===== src/rtl/pc_stack_if.sv =====
// pc_stack_if: control/data bundle between the PC control unit and the return-address stack
interface pc_stack_if #(parameter int DEPTH = 8, parameter int AW = 10);
   localparam int CW = $clog2(DEPTH) + 1;
   logic          push;
   logic          pop;
   logic [AW-1:0] pc_count;
   logic          clr_err;
   logic [AW-1:0] from_stack;
   logic [CW-1:0] count;
   logic          empty;
   logic          full;
   logic          overflow;
   logic          underflow;
   modport master (
      output push, pop, pc_count, clr_err,
      input  from_stack, count, empty, full, overflow, underflow
   );
   modport slave (
      input  push, pop, pc_count, clr_err,
      output from_stack, count, empty, full, overflow, underflow
   );
endinterface


===== src/rtl/pc_stack.sv =====
// pc_stack: hardware return-address stack feeding FROM_STACK to the PC mux.
// Define PC_STACK_WRAP_EN for circular push-on-full; otherwise pushes on full are dropped.
module pc_stack #(
   parameter int DEPTH = 8,
   parameter int AW    = 10
) (
   input logic         clk,
   input logic         rst_n,
   pc_stack_if.slave   bus
);
   localparam int PW = $clog2(DEPTH);
   localparam int CW = PW + 1;
`ifdef PC_STACK_WRAP_EN
   localparam bit WRAP = 1'b1;
`else
   localparam bit WRAP = 1'b0;
`endif
   logic [AW-1:0] mem [DEPTH];
   logic [PW-1:0] ptr, ptr_n;
   logic [CW-1:0] count, count_n;
   logic          overflow, underflow, overflow_n, underflow_n;
   logic          empty, full, wr_new, replace, dec, we;
   logic [PW-1:0] waddr;
   logic [AW-1:0] wdata;
   always_comb begin
      empty       = count == '0;
      full        = count == CW'(DEPTH);
      wr_new      = bus.push && (!bus.pop || empty) && (!full || WRAP);
      replace     = bus.push && bus.pop && !empty;
      dec         = bus.pop && !bus.push && !empty;
      we          = wr_new || replace;
      waddr       = wr_new ? ptr + 1'b1 : ptr;
      wdata       = bus.pc_count + 1'b1;
      ptr_n       = wr_new ? ptr + 1'b1 : dec ? ptr - 1'b1 : ptr;
      count_n     = (wr_new && !full) ? count + 1'b1 : dec ? count - 1'b1 : count;
      // error set takes priority over a same-edge clear
      overflow_n  = (bus.push && !bus.pop && full) || (overflow && !bus.clr_err);
      underflow_n = (bus.pop && empty) || (underflow && !bus.clr_err);
   end
   always_ff @(posedge clk or negedge rst_n) begin
      if (!rst_n) begin
         ptr       <= '0;
         count     <= '0;
         overflow  <= 1'b0;
         underflow <= 1'b0;
      end else begin
         ptr       <= ptr_n;
         count     <= count_n;
         overflow  <= overflow_n;
         underflow <= underflow_n;
      end
   end
   always_ff @(posedge clk) begin
      if (we && rst_n) mem[waddr] <= wdata;
   end
   always_comb begin
      bus.from_stack = empty ? '0 : mem[ptr];
      bus.count      = count;
      bus.empty      = empty;
      bus.full       = full;
      bus.overflow   = overflow;
      bus.underflow  = underflow;
   end
endmodule

===== src/flat_wrapper.sv =====
// flat-port wrapper written by rule: the top's interface ports become plain ports
module pc_stack_flat 
#(
   parameter int DEPTH = 8,
   parameter int AW    = 10
)
  (clk, rst_n, bus_push, bus_pop, bus_pc_count, bus_clr_err, bus_from_stack, bus_count, bus_empty, bus_full, bus_overflow, bus_underflow);
  pc_stack_if #(.DEPTH(DEPTH), .AW(AW)) bus_i ();
  input logic clk;
  input logic rst_n;
  input wire logic [$bits(bus_i.push)-1:0] bus_push;
  input wire logic [$bits(bus_i.pop)-1:0] bus_pop;
  input wire logic [$bits(bus_i.pc_count)-1:0] bus_pc_count;
  input wire logic [$bits(bus_i.clr_err)-1:0] bus_clr_err;
  output wire logic [$bits(bus_i.from_stack)-1:0] bus_from_stack;
  output wire logic [$bits(bus_i.count)-1:0] bus_count;
  output wire logic [$bits(bus_i.empty)-1:0] bus_empty;
  output wire logic [$bits(bus_i.full)-1:0] bus_full;
  output wire logic [$bits(bus_i.overflow)-1:0] bus_overflow;
  output wire logic [$bits(bus_i.underflow)-1:0] bus_underflow;
  assign bus_i.push = bus_push;
  assign bus_i.pop = bus_pop;
  assign bus_i.pc_count = bus_pc_count;
  assign bus_i.clr_err = bus_clr_err;
  assign bus_from_stack = bus_i.from_stack;
  assign bus_count = bus_i.count;
  assign bus_empty = bus_i.empty;
  assign bus_full = bus_i.full;
  assign bus_overflow = bus_i.overflow;
  assign bus_underflow = bus_i.underflow;
  pc_stack #(.DEPTH(DEPTH), .AW(AW)) u_core (.clk(clk), .rst_n(rst_n), .bus(bus_i));
endmodule

===== config.mk =====
export PLATFORM = sky130hd
export DESIGN_NAME = pc_stack_flat
export DESIGN_NICKNAME = d
export VERILOG_FILES = /design/src/rtl/pc_stack_if.sv /design/src/rtl/pc_stack.sv /design/src/flat_wrapper.sv
export SDC_FILE = /design/constraint.sdc
export NUM_CORES = 1
export LEC_CHECK = 0
export CAP_MARGIN = 40
export CORE_MARGIN = 2
export CORE_UTILIZATION = 50
export DETAILED_ROUTE_END_ITERATION = 6
export HOLD_SLACK_MARGIN = 0.1
export PLACE_DENSITY = 0.7
export SKIP_CTS_REPAIR_TIMING = 1
export SLEW_MARGIN = 20
export SYNTH_ARGS = -nofsm -noshare
export SYNTH_HDL_FRONTEND = slang
export SYNTH_SLANG_ARGS = --single-unit

===== constraint.sdc =====
create_clock -name clk -period 3.7 [get_ports clk]
set_clock_uncertainty 0.05 [all_clocks]
set_input_delay 0.74 -clock clk [delete_from_list [all_inputs] [get_ports clk]]
set_output_delay 0.74 -clock clk [all_outputs]
set_load 0.01 [all_outputs]

==> results.tsv <==
metric	value	unit
drv_cap	0	
slew_headroom	48.84	%
synth_top_family_by_area	multiplexers	
synth.avg_cell_area	17.20	um2
fin_crit	3.169	ns
rsz0062_at_grt	false	
antenna_found_initial	0	
fillers	584	
cts.sinks	89	
clk_latency	0.34	ns
synth_cells	226	
vias_per_cell	5.534	
path_class	flip-flop to output port	
hold_viol_final	0	
htreeDepth	3	
vias	2103	
ys_seq_area_share	67.59	%
multi_input_area	0.001181	mm2
io_buffer_count	32	
worst_ep_arrival_time	2.38	ns
finalWirelength	7271	um
setup_violations	0	
cts.path.max_buffers	2	
diodes	0	
die_area	0.008496	mm2
io_pins	33	
endpoint_kind	output port	
register_area	0.002628	mm2
setup_tns	0	ns
synth_area	0.003887	mm2
ir_drop	316.1	uV
route.detailed.drc	0	
drv_slew	0	
outcome	finished clean	
dpl.hpwl	4955	um
design.final.nets	295	
grt_pass1_wl	11610	um
post-route-period-util	85.65	%
num_rows	32	
clkSlewWorstSetupHoldPaths	0.08	ns
layout_common_cells	edfxtp_1, clkdlybuf4s50_1, nor2_1	
dr.pass1.iters	5	
syn2layout_area_growth	17.80	%
worstMarginPinSlew	0.7619	ns
hold_path_class	flip-flop to flip-flop	
syn_nets	247	
die-width	92.18	um
max_freq	315.5	MHz
drt_iter0_markers	148	
synth_seq_cells	89	
wl_per_cell	19.13	um
synth_edf_count	80	
start_util	50.83	%
synthAdderAreaFrac	1.931	%
cts_tree	built	
track_usage	18.75	%
crit_required	2.91	ns
gr-total-overflow	0	
final_common_cell	edfxtp_1	
yosys_warnings	0	
cts-root-buf	clkbuf_8	
synthMuxAreaShare	15.87	%
cts_buffers	9	
synth.distinct_cells	40	
synthXorXnorAreaFrac	3.379	%
critPathMaxFanout	16	
die_y	92.18	um
p_per_area	705.8	mW/mm2
synth-main-ff-cell	edfxtp_1	
grt_max_degree	23	
fp.coreArea	0.007647	mm2
p_leak	1.592	nW
finalPower	3.232	mW
synth-simple-area-share	6.341	%
drive_gt1_share	20.14	%
synth-compound-area-share	2.704	%
cp-start-kind	flip-flop	
synthArstFlopShare	10.11	%
detail-route-antenna-nets	0	
grt_pass1_vias	2142	
place.gp.congestion	0.7519	
[cells in the mapped netlist, drive strengths merged (2+ instances only)]
| library cell | count | area (um2) |
|---|---|---|
| nor2 | 24 | 95.09 |
| mux4 | 20 | 450.4 |
| mux2 | 2 | 26.27 |
| ha | 6 | 75.07 |
| inv | 7 | 28.78 |
| nand2 | 6 | 22.52 |
| nand2b | 4 | 25.02 |
| nor2b | 3 | 18.77 |
| clkbuf | 4 | 16.26 |
| mux2i | 14 | 140.1 |
| o21ai | 2 | 10.01 |
| edfxtp | 80 | 2402 |
| nor4 | 2 | 12.51 |
| xor2 | 5 | 43.79 |
| a31oi | 2 | 12.51 |
| nand3 | 5 | 25.02 |
| a211oi | 2 | 27.53 |
| dfrtp | 9 | 225.2 |
| buf | 6 | 40.03 |
| and3 | 2 | 12.51 |
| xnor2 | 10 | 87.58 |
[registers in the layout, indices dropped and copies added (netlist names)]
signal and cells:
u_core.mem 80, u_core.bus.overflow 1, u_core.ptr 3, u_core.bus.underflow 1, u_core.bus.count 4
[metal layers]
metal	vias to the layer above	track usage [%]	wire length [um]
met5	-	0	0
met4	0	4.975	72
met3	8	4.191	468
met2	64	28.68	3490
met1	1054	27.62	3239
li1	977	-	-
[worst paths after layout]
kind                                            from                    to  slack [ns]  cells past startpoint
worst max-delay path                   u_core.ptr[1]     bus_from_stack[5]        0.53                      5
worst min-delay path            u_core.bus.underflow  u_core.bus.underflow        0.49                      2
worst max register to register   u_core.bus.count[1]      u_core.mem[4][0]        0.85                      6
worst min register to register  u_core.bus.underflow  u_core.bus.underflow        0.49                      2
max in group asynchronous                      rst_n         u_core.ptr[1]        2.79                      2
min in group asynchronous                      rst_n   u_core.bus.count[2]        0.68                      2
[worst max-delay path, cell delays in order, from the launching register on]
cell and delay (ns):
dfrtp_1 0.80, buf_12 0.24, mux4_2 0.32, mux2i_1 0.14, nor2_1 0.06, clkdlybuf4s50_1 0.48
[power by group]
group,switching [mW],internal [mW]
clock network,0.321,0.239
logic,0.594,0.718
registers,0.124,1.24
[cell type report]
| type | instances | area share [%] |
|---|---|---|
| flip-flops and latches | 89 | 57.38 |
| multi-input cells | 120 | 25.79 |
| repair buffers | 47 | 9.891 |
| clock buffers | 10 | 2.787 |
| well taps | 102 | 2.787 |
| clock inverters | 5 | 0.7377 |
| inverters | 7 | 0.6284 |
[per-stage QoR]
stage                     utilization (%)  hold slack, ns  std cells  worst slack (ns)  area (um2)
after floorplan                         -          0.3944        226            0.7785        3887
after global placement              57.48          0.4717        363            0.4929        4395
after detailed placement            57.67          0.4804        364            0.4261        4410
after CTS                           59.78          0.4935        379            0.5192        4572
after global routing                59.88          0.5322        380            0.4171        4579
final                               59.88          0.4923        380            0.5309        4579
[kinds of logic (layout without fill, tap and decap cells)]
group / after synthesis / count (layout)
AO/OA/AOI/OAI: 13 / 13
XOR/XNOR: 15 / 15
adder cells (fa/ha/maj): 6 / 6
buffers and inverters: 17 / 69
flip-flops: 89 / 89
multiplexers: 36 / 36
AND/OR/NAND/NOR: 50 / 50
(Power assumes the default switching activity.)
